### src/rtl/rv2t_decode_pkg.sv
// Shared constants for the RV2T decode queue: opcode map, SYSTEM funct3 codes
// and the bit layout of the ctl_* control bundle.
package rv2t_decode_pkg;

    localparam logic [6:0] CMD_OP_IMM   = 7'b0010011;
    localparam logic [6:0] CMD_OP       = 7'b0110011;
    localparam logic [6:0] CMD_LUI      = 7'b0110111;
    localparam logic [6:0] CMD_AUIPC    = 7'b0010111;
    localparam logic [6:0] CMD_JAL      = 7'b1101111;
    localparam logic [6:0] CMD_JALR     = 7'b1100111;
    localparam logic [6:0] CMD_BRANCH   = 7'b1100011;
    localparam logic [6:0] CMD_LOAD     = 7'b0000011;
    localparam logic [6:0] CMD_STORE    = 7'b0100011;
    localparam logic [6:0] CMD_SYSTEM   = 7'b1110011;
    localparam logic [6:0] CMD_MISC_MEM = 7'b0001111;

    localparam logic [2:0] SYS_F3_PRIV    = 3'b000;
    localparam logic [2:0] SYS_F3_CSRRW   = 3'b001;
    localparam logic [2:0] SYS_F3_CSRRS   = 3'b010;
    localparam logic [2:0] SYS_F3_CSRRC   = 3'b011;
    localparam logic [2:0] SYS_F3_ILLEGAL = 3'b100;
    localparam logic [2:0] SYS_F3_CSRRWI  = 3'b101;
    localparam logic [2:0] SYS_F3_CSRRSI  = 3'b110;
    localparam logic [2:0] SYS_F3_CSRRCI  = 3'b111;

    localparam int CTL_LOAD_X_RS1     = 0;
    localparam int CTL_LOAD_X_RS2     = 1;
    localparam int CTL_OP_IMM         = 2;
    localparam int CTL_OP             = 3;
    localparam int CTL_LUI            = 4;
    localparam int CTL_AUIPC          = 5;
    localparam int CTL_JAL            = 6;
    localparam int CTL_JALR           = 7;
    localparam int CTL_BRANCH         = 8;
    localparam int CTL_LOAD           = 9;
    localparam int CTL_STORE          = 10;
    localparam int CTL_SYSTEM         = 11;
    localparam int CTL_MISC_MEM       = 12;
    localparam int CTL_ALU_FUNCT3     = 13;
    localparam int CTL_MUL_DIV_FUNCT3 = 14;
    localparam int CTL_SAVE_TO_RD     = 15;
    localparam int CTL_CSR            = 16;
    localparam int CTL_CSR_WRITE      = 17;
    localparam int CTL_MRET           = 18;
    localparam int CTL_WFI            = 19;
    localparam int CTL_W              = 20;

    typedef logic [CTL_W-1:0] ctl_t;

endpackage

### src/rtl/rv2t_decode_queue_if.sv
// Fetch-side and execute-side handshake bundle of the RV2T decode queue.
// The slave modport is the decode queue itself; master is its environment.
interface rv2t_decode_queue_if #(
    parameter int XLEN        = 32,
    parameter int PC_BITWIDTH = 32,
    parameter int DEPTH       = 2
);
    import rv2t_decode_pkg::*;

    logic                     flush;
    logic                     in_valid;
    logic                     in_ready;
    logic [XLEN-1:0]          in_IR;
    logic [PC_BITWIDTH-1:0]   in_PC;
    logic [4:0]               rs1;
    logic [4:0]               rs2;
    logic [11:0]              csr;
    logic                     csr_read_enable;
    logic                     out_valid;
    logic                     out_ready;
    logic [XLEN-3:0]          out_IR;
    logic [PC_BITWIDTH-1:0]   out_PC;
    logic [CTL_W-1:0]         out_ctl;
    logic                     out_illegal;
    logic [$clog2(DEPTH):0]   occupancy;

    modport master (
        output flush, in_valid, in_IR, in_PC, out_ready,
        input  in_ready, rs1, rs2, csr, csr_read_enable,
               out_valid, out_IR, out_PC, out_ctl, out_illegal, occupancy
    );

    modport slave (
        input  flush, in_valid, in_IR, in_PC, out_ready,
        output in_ready, rs1, rs2, csr, csr_read_enable,
               out_valid, out_IR, out_PC, out_ctl, out_illegal, occupancy
    );

endinterface

### src/rtl/rv2t_decode_logic.sv
// Purely combinational RV32 decoder: IR -> control bundle, illegal flag and
// CSR read gating. Illegal instructions always present an all-zero bundle.
module rv2t_decode_logic
    import rv2t_decode_pkg::*;
#(
    parameter int XLEN     = 32,
    parameter bit ENABLE_M = 1'b1
) (
    input  logic [XLEN-1:0] ir,
    output ctl_t            ctl,
    output logic            illegal,
    output logic            csr_read_enable
);
    logic [6:0]  opcode_s;
    logic [2:0]  funct3_s;
    logic [6:0]  funct7_s;
    logic [11:0] funct12_s;
    logic [4:0]  rs1_s;
    logic [4:0]  rd_s;
    ctl_t        ctl_raw_s;
    logic        illegal_raw_s;
    logic        skip_read_s;

    assign opcode_s  = ir[6:0];
    assign funct3_s  = ir[14:12];
    assign funct7_s  = ir[31:25];
    assign funct12_s = ir[31:20];
    assign rs1_s     = ir[19:15];
    assign rd_s      = ir[11:7];

    // Opcode map to raw control bits plus opcode-specific legality
    always_comb begin
        ctl_raw_s     = '0;
        illegal_raw_s = 1'b0;
        case (opcode_s)
            CMD_OP_IMM: begin
                ctl_raw_s[CTL_OP_IMM]     = 1'b1;
                ctl_raw_s[CTL_LOAD_X_RS1] = 1'b1;
                ctl_raw_s[CTL_SAVE_TO_RD] = 1'b1;
            end
            CMD_OP: begin
                ctl_raw_s[CTL_OP]             = 1'b1;
                ctl_raw_s[CTL_LOAD_X_RS1]     = 1'b1;
                ctl_raw_s[CTL_LOAD_X_RS2]     = 1'b1;
                ctl_raw_s[CTL_SAVE_TO_RD]     = 1'b1;
                ctl_raw_s[CTL_ALU_FUNCT3]     = ~ir[25];
                ctl_raw_s[CTL_MUL_DIV_FUNCT3] = ir[25];
                if (funct7_s == 7'b0000001) begin
                    illegal_raw_s = ~ENABLE_M;
                end else if ((funct7_s == 7'b0000000) || (funct7_s == 7'b0100000)) begin
                    illegal_raw_s = 1'b0;
                end else begin
                    illegal_raw_s = 1'b1;
                end
            end
            CMD_LUI: begin
                ctl_raw_s[CTL_LUI]        = 1'b1;
                ctl_raw_s[CTL_SAVE_TO_RD] = 1'b1;
            end
            CMD_AUIPC: begin
                ctl_raw_s[CTL_AUIPC]      = 1'b1;
                ctl_raw_s[CTL_SAVE_TO_RD] = 1'b1;
            end
            CMD_JAL: begin
                ctl_raw_s[CTL_JAL]        = 1'b1;
                ctl_raw_s[CTL_SAVE_TO_RD] = 1'b1;
            end
            CMD_JALR: begin
                ctl_raw_s[CTL_JALR]       = 1'b1;
                ctl_raw_s[CTL_LOAD_X_RS1] = 1'b1;
                ctl_raw_s[CTL_SAVE_TO_RD] = 1'b1;
            end
            CMD_BRANCH: begin
                ctl_raw_s[CTL_BRANCH]     = 1'b1;
                ctl_raw_s[CTL_LOAD_X_RS1] = 1'b1;
                ctl_raw_s[CTL_LOAD_X_RS2] = 1'b1;
            end
            CMD_LOAD: begin
                ctl_raw_s[CTL_LOAD]       = 1'b1;
                ctl_raw_s[CTL_LOAD_X_RS1] = 1'b1;
            end
            CMD_STORE: begin
                ctl_raw_s[CTL_STORE]      = 1'b1;
                ctl_raw_s[CTL_LOAD_X_RS1] = 1'b1;
                ctl_raw_s[CTL_LOAD_X_RS2] = 1'b1;
            end
            CMD_SYSTEM: begin
                ctl_raw_s[CTL_SYSTEM] = 1'b1;
                if (funct3_s == SYS_F3_PRIV) begin
                    // Only the low five funct12 bits select MRET/WFI
                    if (funct12_s[4:0] == 5'b00010) begin
                        ctl_raw_s[CTL_MRET] = 1'b1;
                    end else if (funct12_s[4:0] == 5'b00101) begin
                        ctl_raw_s[CTL_WFI] = 1'b1;
                    end else if ((funct12_s == 12'h000) || (funct12_s == 12'h001)) begin
                        illegal_raw_s = 1'b0;
                    end else begin
                        illegal_raw_s = 1'b1;
                    end
                end else if (funct3_s == SYS_F3_ILLEGAL) begin
                    illegal_raw_s = 1'b1;
                end else begin
                    ctl_raw_s[CTL_CSR]        = 1'b1;
                    ctl_raw_s[CTL_SAVE_TO_RD] = 1'b1;
                    ctl_raw_s[CTL_CSR_WRITE]  = |rs1_s;
                    ctl_raw_s[CTL_LOAD_X_RS1] = ~funct3_s[2];
                end
            end
            CMD_MISC_MEM: begin
                if (funct3_s == 3'b001) begin
                    ctl_raw_s[CTL_MISC_MEM] = 1'b1;
                end else begin
                    ctl_raw_s[CTL_MISC_MEM] = 1'b0;
                end
            end
            default: begin
                illegal_raw_s = 1'b1;
            end
        endcase
    end

    assign illegal = illegal_raw_s | (ir[1:0] != 2'b11);
    assign ctl     = illegal ? '0 : ctl_raw_s;

    // CSRRW/CSRRWI writing x0 never observe the old CSR value
    assign skip_read_s     = ((funct3_s == SYS_F3_CSRRW) || (funct3_s == SYS_F3_CSRRWI)) && (rd_s == 5'd0);
    assign csr_read_enable = ctl[CTL_CSR] & ~skip_read_s;

endmodule

### src/rtl/rv2t_decode_queue.sv
// RV2T decode stage: DEPTH-entry instruction queue, head-entry decode and a
// registered valid/ready output stage towards execute.
module rv2t_decode_queue
    import rv2t_decode_pkg::*;
#(
    parameter int XLEN        = 32,
    parameter int PC_BITWIDTH = 32,
    parameter int DEPTH       = 2,
    parameter bit ENABLE_M    = 1'b1
) (
    input logic                 clk,
    input logic                 sync_reset,
    rv2t_decode_queue_if.slave  bus
);
    localparam int              PTR_W      = $clog2(DEPTH);
    localparam int              CNT_W      = PTR_W + 1;
    localparam logic [CNT_W-1:0] FULL_COUNT = CNT_W'(DEPTH);

    logic [XLEN-1:0]        ir_mem_r [DEPTH];
    logic [PC_BITWIDTH-1:0] pc_mem_r [DEPTH];
    logic [PTR_W-1:0]       wr_ptr_r;
    logic [PTR_W-1:0]       rd_ptr_r;
    logic [CNT_W-1:0]       count_r;

    logic [XLEN-1:0]        head_ir_s;
    logic [PC_BITWIDTH-1:0] head_pc_s;
    logic                   not_empty_s;
    logic                   in_ready_s;
    logic                   push_s;
    logic                   pop_s;
    ctl_t                   dec_ctl_s;
    logic                   dec_illegal_s;
    logic                   dec_csr_read_s;

    logic                   out_valid_r;
    logic [XLEN-3:0]        out_ir_r;
    logic [PC_BITWIDTH-1:0] out_pc_r;
    ctl_t                   out_ctl_r;
    logic                   out_illegal_r;

    assign head_ir_s   = ir_mem_r[rd_ptr_r];
    assign head_pc_s   = pc_mem_r[rd_ptr_r];
    assign not_empty_s = (count_r != {CNT_W{1'b0}});
    // A full queue refuses input even when it pops in the same cycle
    assign in_ready_s  = (count_r != FULL_COUNT) & ~bus.flush;
    assign push_s      = bus.in_valid & in_ready_s;
    assign pop_s       = not_empty_s & (bus.out_ready | ~out_valid_r);

    rv2t_decode_logic #(
        .XLEN     (XLEN),
        .ENABLE_M (ENABLE_M)
    ) u_decode (
        .ir              (head_ir_s),
        .ctl             (dec_ctl_s),
        .illegal         (dec_illegal_s),
        .csr_read_enable (dec_csr_read_s)
    );

    // Queue storage; entries are never read while unoccupied, so no reset
    always_ff @(posedge clk) begin
        if (push_s) begin
            ir_mem_r[wr_ptr_r] <= bus.in_IR;
            pc_mem_r[wr_ptr_r] <= bus.in_PC;
        end
    end

    // Queue pointers and occupancy; flush discards every entry
    always_ff @(posedge clk) begin
        if (sync_reset || bus.flush) begin
            wr_ptr_r <= {PTR_W{1'b0}};
            rd_ptr_r <= {PTR_W{1'b0}};
            count_r  <= {CNT_W{1'b0}};
        end else begin
            if (push_s) begin
                wr_ptr_r <= wr_ptr_r + PTR_W'(1);
            end
            if (pop_s) begin
                rd_ptr_r <= rd_ptr_r + PTR_W'(1);
            end
            case ({push_s, pop_s})
                2'b10:   count_r <= count_r + CNT_W'(1);
                2'b01:   count_r <= count_r - CNT_W'(1);
                default: count_r <= count_r;
            endcase
        end
    end

    // Output stage: load on pop, retire on handshake, hold under stall
    always_ff @(posedge clk) begin
        if (sync_reset) begin
            out_valid_r   <= 1'b0;
            out_ir_r      <= {(XLEN-2){1'b0}};
            out_pc_r      <= {PC_BITWIDTH{1'b0}};
            out_ctl_r     <= '0;
            out_illegal_r <= 1'b0;
        end else if (bus.flush) begin
            out_valid_r <= 1'b0;
        end else if (pop_s) begin
            out_valid_r   <= 1'b1;
            out_ir_r      <= head_ir_s[XLEN-1:2];
            out_pc_r      <= head_pc_s;
            out_ctl_r     <= dec_ctl_s;
            out_illegal_r <= dec_illegal_s;
        end else if (bus.out_ready && out_valid_r) begin
            out_valid_r <= 1'b0;
        end
    end

    assign bus.in_ready        = in_ready_s;
    assign bus.rs1             = head_ir_s[19:15];
    assign bus.rs2             = head_ir_s[24:20];
    assign bus.csr             = head_ir_s[31:20];
    assign bus.csr_read_enable = dec_csr_read_s & not_empty_s;
    assign bus.out_valid       = out_valid_r;
    assign bus.out_IR          = out_ir_r;
    assign bus.out_PC          = out_pc_r;
    assign bus.out_ctl         = out_ctl_r;
    assign bus.out_illegal     = out_illegal_r;
    assign bus.occupancy       = count_r;

endmodule
### src/flat_wrapper.sv
// flat-port wrapper written by rule: the top's interface ports become plain ports
module rv2t_decode_queue_flat import rv2t_decode_pkg::*;
#(
    parameter int XLEN        = 32,
    parameter int PC_BITWIDTH = 32,
    parameter int DEPTH       = 2,
    parameter bit ENABLE_M    = 1'b1
)
  (clk, sync_reset, bus_flush, bus_in_valid, bus_in_IR, bus_in_PC, bus_out_ready, bus_in_ready, bus_rs1, bus_rs2, bus_csr, bus_csr_read_enable, bus_out_valid, bus_out_IR, bus_out_PC, bus_out_ctl, bus_out_illegal, bus_occupancy);
  rv2t_decode_queue_if #(.XLEN(XLEN), .PC_BITWIDTH(PC_BITWIDTH), .DEPTH(DEPTH)) bus_i ();
  input logic clk;
  input logic sync_reset;
  input wire logic [$bits(bus_i.flush)-1:0] bus_flush;
  input wire logic [$bits(bus_i.in_valid)-1:0] bus_in_valid;
  input wire logic [$bits(bus_i.in_IR)-1:0] bus_in_IR;
  input wire logic [$bits(bus_i.in_PC)-1:0] bus_in_PC;
  input wire logic [$bits(bus_i.out_ready)-1:0] bus_out_ready;
  output wire logic [$bits(bus_i.in_ready)-1:0] bus_in_ready;
  output wire logic [$bits(bus_i.rs1)-1:0] bus_rs1;
  output wire logic [$bits(bus_i.rs2)-1:0] bus_rs2;
  output wire logic [$bits(bus_i.csr)-1:0] bus_csr;
  output wire logic [$bits(bus_i.csr_read_enable)-1:0] bus_csr_read_enable;
  output wire logic [$bits(bus_i.out_valid)-1:0] bus_out_valid;
  output wire logic [$bits(bus_i.out_IR)-1:0] bus_out_IR;
  output wire logic [$bits(bus_i.out_PC)-1:0] bus_out_PC;
  output wire logic [$bits(bus_i.out_ctl)-1:0] bus_out_ctl;
  output wire logic [$bits(bus_i.out_illegal)-1:0] bus_out_illegal;
  output wire logic [$bits(bus_i.occupancy)-1:0] bus_occupancy;
  assign bus_i.flush = bus_flush;
  assign bus_i.in_valid = bus_in_valid;
  assign bus_i.in_IR = bus_in_IR;
  assign bus_i.in_PC = bus_in_PC;
  assign bus_i.out_ready = bus_out_ready;
  assign bus_in_ready = bus_i.in_ready;
  assign bus_rs1 = bus_i.rs1;
  assign bus_rs2 = bus_i.rs2;
  assign bus_csr = bus_i.csr;
  assign bus_csr_read_enable = bus_i.csr_read_enable;
  assign bus_out_valid = bus_i.out_valid;
  assign bus_out_IR = bus_i.out_IR;
  assign bus_out_PC = bus_i.out_PC;
  assign bus_out_ctl = bus_i.out_ctl;
  assign bus_out_illegal = bus_i.out_illegal;
  assign bus_occupancy = bus_i.occupancy;
  rv2t_decode_queue #(.XLEN(XLEN), .PC_BITWIDTH(PC_BITWIDTH), .DEPTH(DEPTH), .ENABLE_M(ENABLE_M)) u_core (.clk(clk), .sync_reset(sync_reset), .bus(bus_i));
endmodule
### config.mk
export PLATFORM = sky130hd
export DESIGN_NAME = rv2t_decode_queue_flat
export DESIGN_NICKNAME = d
export VERILOG_FILES = /design/src/rtl/rv2t_decode_pkg.sv /design/src/rtl/rv2t_decode_queue_if.sv /design/src/rtl/rv2t_decode_logic.sv /design/src/rtl/rv2t_decode_queue.sv /design/src/flat_wrapper.sv
export SDC_FILE = /design/constraint.sdc
export NUM_CORES = 1
export LEC_CHECK = 0
export CAP_MARGIN = 20
export CORE_AREA = 3 3 131 133
export DETAILED_ROUTE_END_ITERATION = 8
export DIE_AREA = 0 0 134 136
export PLACE_DENSITY = 0.85
export SLEW_MARGIN = 30
export SYNTH_ARGS = -nofsm -noshare
export SYNTH_HDL_FRONTEND = slang
export SYNTH_HIERARCHICAL = 1
export SYNTH_SLANG_ARGS = --single-unit
### constraint.sdc
create_clock -name clk -period 13.3 [get_ports clk]
set_input_delay 1.995 -clock clk [delete_from_list [all_inputs] [get_ports clk]]
set_output_delay 1.995 -clock clk [all_outputs]
set_load 0.02 [all_outputs]
Word-level counts from Yosys, hierarchy flattened
Memory sizes are Yosys's and may differ from the RTL's. A register that Yosys moved wholly into a read port is not among the register bits.
Index checks and enable logic that the tools add are counted.
Widths: inputs -> output; s select.
{ "word_totals": {"reg_bits": 56, "out_inout_bits": 110, "mem_count": 2, "ram_bits": 128, "elab_cells": 109} }
{ "mem_list": {"columns": ["memory", "depth", "word_bits", "read_ports", "rd_clocked_by_memory_dff", "wr", "line", "rtl"], "rows": [
  ["u_core.ir_mem_r", 2, 32, 1, 1, 1, "rv2t_decode_queue.sv:19", "logic [XLEN-1:0] ir_mem_r [DEPTH];"],
  ["u_core.pc_mem_r", 2, 32, 1, 1, 1, "rv2t_decode_queue.sv:20", "logic [PC_BITWIDTH-1:0] pc_mem_r [DEPTH];"]
]} }
{ "classes": {"mux": 41, "n_reduce_logical": 20, "add_sub_neg": 4, "n_eq_ne": 23, "bitwise_logic": 12} }
{ "op_table": {"columns": ["cell", "count"], "rows": [
  ["$mux 1", 31],
  ["$eq 7x6->1 const B", 4],
  ["$eq 7x7->1 const B", 4],
  ["$mux 20", 1],
  ["$eq 7x5->1 const B", 2],
  ["$eq 12x1->1 const B", 1],
  ["$logic_not 12->1", 1],
  ["$reduce_or 6->1", 2],
  ["$reduce_or 9->1", 1],
  ["$eq 7x1->1 const B", 1],
  ["$eq 7x2->1 const B", 1],
  ["$eq 7x4->1 const B", 1],
  ["$logic_not 7->1", 1],
  ["$eq 3x3->1 const B", 2],
  ["$mux 3", 2],
  ["$reduce_bool 2->1", 3],
  ["$and 1x1->1", 5],
  ["$eq 5x2->1 const B", 1],
  ["$eq 5x3->1 const B", 1],
  ["$logic_not 5->1", 1],
  ["$not 1->1", 5],
  ["$reduce_or 5->1", 1],
  ["$logic_or 1x1->1", 4],
  ["$mux 2", 2],
  ["other kinds (17)", 22]
]} }

Logic depth before layout (Yosys ltp)
{ "logic_depth": {"word_depth": 11, "ltp_mapped": 10, "depth_no_buf": 7} }

By module
The synthesis kept the hierarchy.
{ "modules_own_cells": {"columns": ["module", "seq_area_each_um2", "area_per_inst_um2", "cells_per_inst", "n_inst"], "rows": [
  ["rv2t_decode_queue", 5625.4, 8523.2, 630, 1],
  ["rv2t_decode_logic", 0.0, 457.9, 71, 1]
]} }

Worst setup path before layout
No wires, ideal clock.
{ "synth_path": {"path_kind": "input-to-reg", "startpoint": "input bus_flush", "endpoint": "register u_core.wr_ptr_r", "cell_stages": 3, "arrival_ns": 9.125, "n_path_buf": 1, "slack_ns": 4.090, "t_required_ns": 13.215, "cell_sequence": "clkbuf_1 nor4_1 o21ba_2"} }
{ "synth_via": {"elab_chain_cells": 3} }
{ "synth_rtl": {"columns": ["element", "line", "rtl"], "rows": [
  ["start: declaration", "flat_wrapper.sv:13", "input wire logic [$bits(bus_i.flush)-1:0] bus_flush;"],
  ["$not 1->1 (no line)", null, null],
  ["$and 1x1->1", "rv2t_decode_queue.sv:45", "assign in_ready_s = (count_r != FULL_COUNT) & ~bus.flush;"],
  ["$and 1x1->1", "rv2t_decode_queue.sv:46", "assign push_s = bus.in_valid & in_ready_s;"],
  ["end signal: assignment", "rv2t_decode_queue.sv:70", "wr_ptr_r <= {PTR_W{1'b0}};"],
  ["end signal: assignment", "rv2t_decode_queue.sv:75", "wr_ptr_r <= wr_ptr_r + PTR_W'(1);"],
  ["end: declaration", "rv2t_decode_queue.sv:21", "logic [PTR_W-1:0] wr_ptr_r;"]
]} }
Parallel ways exist; a longest one is shown, timed or not.
A chain may end at the register's enable or synchronous reset.

==> flow_metrics.env <==
export IMPL_p_leak_nw=3.58
export IMPL_root_buffer="clkbuf_16"
export IMPL_ir_drop_mv=0.106
export IMPL_synth_ff_type="edfxtp_1"
export IMPL_worstHoldPathCells=2
export IMPL_start_util_pct=56.3
export IMPL_rsz0062_at_grt="false"
export IMPL_min_from="u_core/bus.out_PC[19]"
export IMPL_synth_cell_type_count=50
export IMPL_ff2ff_setup_slack_ns=10.50
export IMPL_p_clk_share_pct=38.3
export IMPL_fin_hold_ws_ns=0.461
export IMPL_grt_pass1_wl_um=32900
export IMPL_register_area_mm2=0.00563
export IMPL_syn_nets=771
export IMPL_postCtsSetupRepairBufs=0
export IMPL_grt_max_degree=106
export IMPL_status="complete, no violations"
export IMPL_synth_area_per_cell_um2=12.8
export IMPL_cpLargestDelayFamily="simple AND/OR/NAND/NOR gates"
export IMPL_ys_ff_latch=217
export IMPL_finalClockSkew_ns=0.0109
export IMPL_post_route_period_util_pct=42.3
export IMPL_htreeDepth=1
export IMPL_grtUsageTotal_pct=22.5
export IMPL_area_growth_syn_to_layout_pct=26.2
export IMPL_cp_num_buf_inv=1
export IMPL_numCtsBuffers=22
export IMPL_overflow=0
export IMPL_synthAdderAreaFrac_pct=0.139
export IMPL_ys_async_sr_fraction_pct=0
export IMPL_avgViaCountPerCell=5.73
export IMPL_die_w_um=134
export IMPL_cts_hold_buf=0
export IMPL_fmax_mhz=178
export IMPL_critical_path_cell_chain="mux2_2, nand4bb_1, or2_2, nor2_1, nor2b_1, clkdlybuf4s50_1"
export IMPL_drtPass1Iterations=5
export IMPL_ant_nets=0
export IMPL_synth_compound_area_share_pct=7.27
export IMPL_critPathKind="flip-flop to output pin"
export IMPL_cts_repair_resized=0
export IMPL_crit_slowest_cell="dfxtp_2"
export IMPL_p_int_mw=1.14
export IMPL_cts_tree="built"
export IMPL_crit_fanout=32
export IMPL_synth_edf_count=128
export IMPL_tns_ns=0
export IMPL_ys_seq_area_share_pct=62.6
export IMPL_n_antenna_cell=0
export IMPL_gp_congestion=0.901
export IMPL_vias=6102
export IMPL_max_cap_violations=0
export IMPL_fill_cells=1053
export IMPL_regToRegEndpoint="u_core/bus.out_ctl[0]"
export IMPL_final_period_minus_worst_setup_slack_ns=5.62
export IMPL_numPortBuffers=178
export IMPL_drtIter0Drc=488
export IMPL_max_stage_delay_ns=0.88
export IMPL_multiInputGateArea_mm2=0.00269
export IMPL_synth_mux_area_share_pct=10.5
export IMPL_finalWirelength_um=21200
export IMPL_worst_pin_slew_ns=0.965
export IMPL_synth_top_family_by_area="simple AND/OR/NAND/NOR gates"
export IMPL_pin_count=179
export IMPL_worstSetupEndpointType="output pin"
export IMPL_worstSetupStartpointType="flip-flop"
export IMPL_die_height_um=136
export IMPL_post_drt_wl_per_cell_um=19.9
export IMPL_layout_common_cells="clkdlybuf4s50_1, edfxtp_1, dfxtp_1, nor4_1, inv_1"
export IMPL_hpwl_um=13300
export IMPL_setup_viol=0
export IMPL_crit_required_ns=11.31
export IMPL_fp_dieArea_mm2=0.0182
export IMPL_powerDensity_mw_per_mm2=131
export IMPL_hp_class="flip-flop to flip-flop"
export IMPL_cts_max_path_buffers=3
export IMPL_cp_data_arrival_time_ns=3.63
export IMPL_synth_xor_area_share_pct=0.195
export IMPL_r2r_cells=7
export IMPL_fp_row_count=46
export IMPL_maxSlewHeadroom_pct=35.6
export IMPL_drc_errors=0
export IMPL_swShare_pct=23.5
export IMPL_clk_insertion_delay_late_ns=0.49
export IMPL_synth_warnings=6
export IMPL_grt_pass1_vias=6304
export IMPL_cts_sinks=217
export IMPL_clkSlewWorstSetupHoldPaths_ns=0.06
export IMPL_final_common_cell="clkdlybuf4s50_1"
export IMPL_slew_violations=0
export IMPL_seqPwrFrac_pct=50.4
export IMPL_holdPathEnd="u_core/bus.out_PC[19]"
export IMPL_drive_gt1_share_pct=15.4
export IMPL_synth_simple_area_share_pct=11.5
export IMPL_finish_utilization_pct=71.1
export IMPL_p_sw_mw=0.351
export IMPL_syn_area_mm2=0.00898
export IMPL_final_nets=904
export IMPL_grt_antenna_before_repair=0
export IMPL_core_mm2=0.0159
export IMPL_hold_viol=0
export IMPL_pwr_share_comb_pct=11.3
export IMPL_synth_cells=701
-- sequential cells by signal (all words and copies together) (netlist names), named ones only --
| register | cells |
|---|---|
| u_core/bus.out_PC | 32 |
| u_core/rd_ptr_r | 1 |
| u_core/bus.out_valid | 1 |
| u_core/pc_mem_r | 64 |
| u_core/bus.out_ctl | 20 |
| u_core/bus.out_illegal | 1 |
| u_core/ir_mem_r | 64 |
| u_core/bus.out_IR | 30 |
| u_core/bus.occupancy | 2 |
| u_core/wr_ptr_r | 1 |
-- worst reg2reg max path, stage by stage, from the launching register on --
cell and delay, ns:
dfxtp_2 0.88, mux2_2 0.54, nand2b_1 0.31, a21boi_1 0.20, o32a_1 0.26, nor4b_2 0.32
nand2b_1 0.10, mux2i_1 0.12
-- worst max path at each step --
stage	from	to	slack, ns	cells after the start
after floorplan	bus_flush	u_core/wr_ptr_r	4.09	3
after global placement	bus_flush	bus_in_ready	7.89	4
after detailed placement	bus_flush	bus_in_ready	7.83	4
after CTS	flip-flop	bus_csr_read_enable	7.67	6
after global routing	flip-flop	bus_csr_read_enable	7.45	6
final	flip-flop	bus_csr_read_enable	7.68	6
-- per-stage QoR --
stage | total power, mW | setup slack, ns | cells | instance area [um^2]
finish | 1.49 | 7.68 | 1065 | 11300
global route | 1.54 | 7.45 | 1065 | 11300
CTS | 1.50 | 7.67 | 1065 | 11300
detailed placement | 0.931 | 7.83 | 1026 | 10700
global placement | 0.925 | 7.89 | 1026 | 10700
floorplan | 0.862 | 4.09 | 701 | 8980
-- area by class of cell --
class                      instances  share of cell area [%]
clock buffer                      25                    5.32
clock inverter                    14                   0.651
inverter                          65                    2.15
multi-input combinational        343                    23.7
sequential                       217                    49.6
tap                              216                    2.38
timing repair buffer             185                    16.1
-- synth_stat cells (4+ instances only) --
library cell	n	share of area [%]
nand2b_1	45	3.1
inv_1	65	2.7
a211oi_1	58	4.8
buf_2	12	0.67
nor4_1	67	4.7
nor2_1	15	0.63
edfxtp_1	128	43
buf_6	9	1.1
a211oi_2	5	0.70
a21oi_1	5	0.28
nand2_1	6	0.25
nor3_1	11	0.61
mux2_2	62	7.8
buf_4	24	2.0
dfxtp_1	89	20
clkbuf_1	30	1.3
or3_1	4	0.28
mux2i_1	22	2.5
-- per-layer routing --
layer  vias to the layer above  track usage, %  share of wire (%)
li1                       2816               -                  -
met1                      2962            28.6                 41
met2                       281            38.2                 49
met3                        43            5.44                7.8
met4                         0            7.14                1.9
met5                         -               0                  0
-- kinds of logic (layout without fill, tap and decap cells) --
| kind of cell | after synthesis | after routing |
|---|---|---|
| AOI/OAI and AO/OA | 84 | 84 |
| xor gates and xnor gates | 2 | 2 |
| adders and majority gates | 1 | 1 |
| buffers and inverters | 141 | 289 |
| DFF | 217 | 217 |
| muxes | 86 | 86 |
| and+or+nand+nor | 170 | 170 |
-- power groups by stage --
stage	Combinational (mW)	Clock (mW)	Sequential, mW
global placement	0.162	0	0.763
detailed placement	0.167	0	0.764
global route	0.179	0.607	0.752
CTS	0.168	0.579	0.750
floorplan	0.0853	0	0.777
finish	0.168	0.571	0.750
Power figures use the tool's default switching activity.
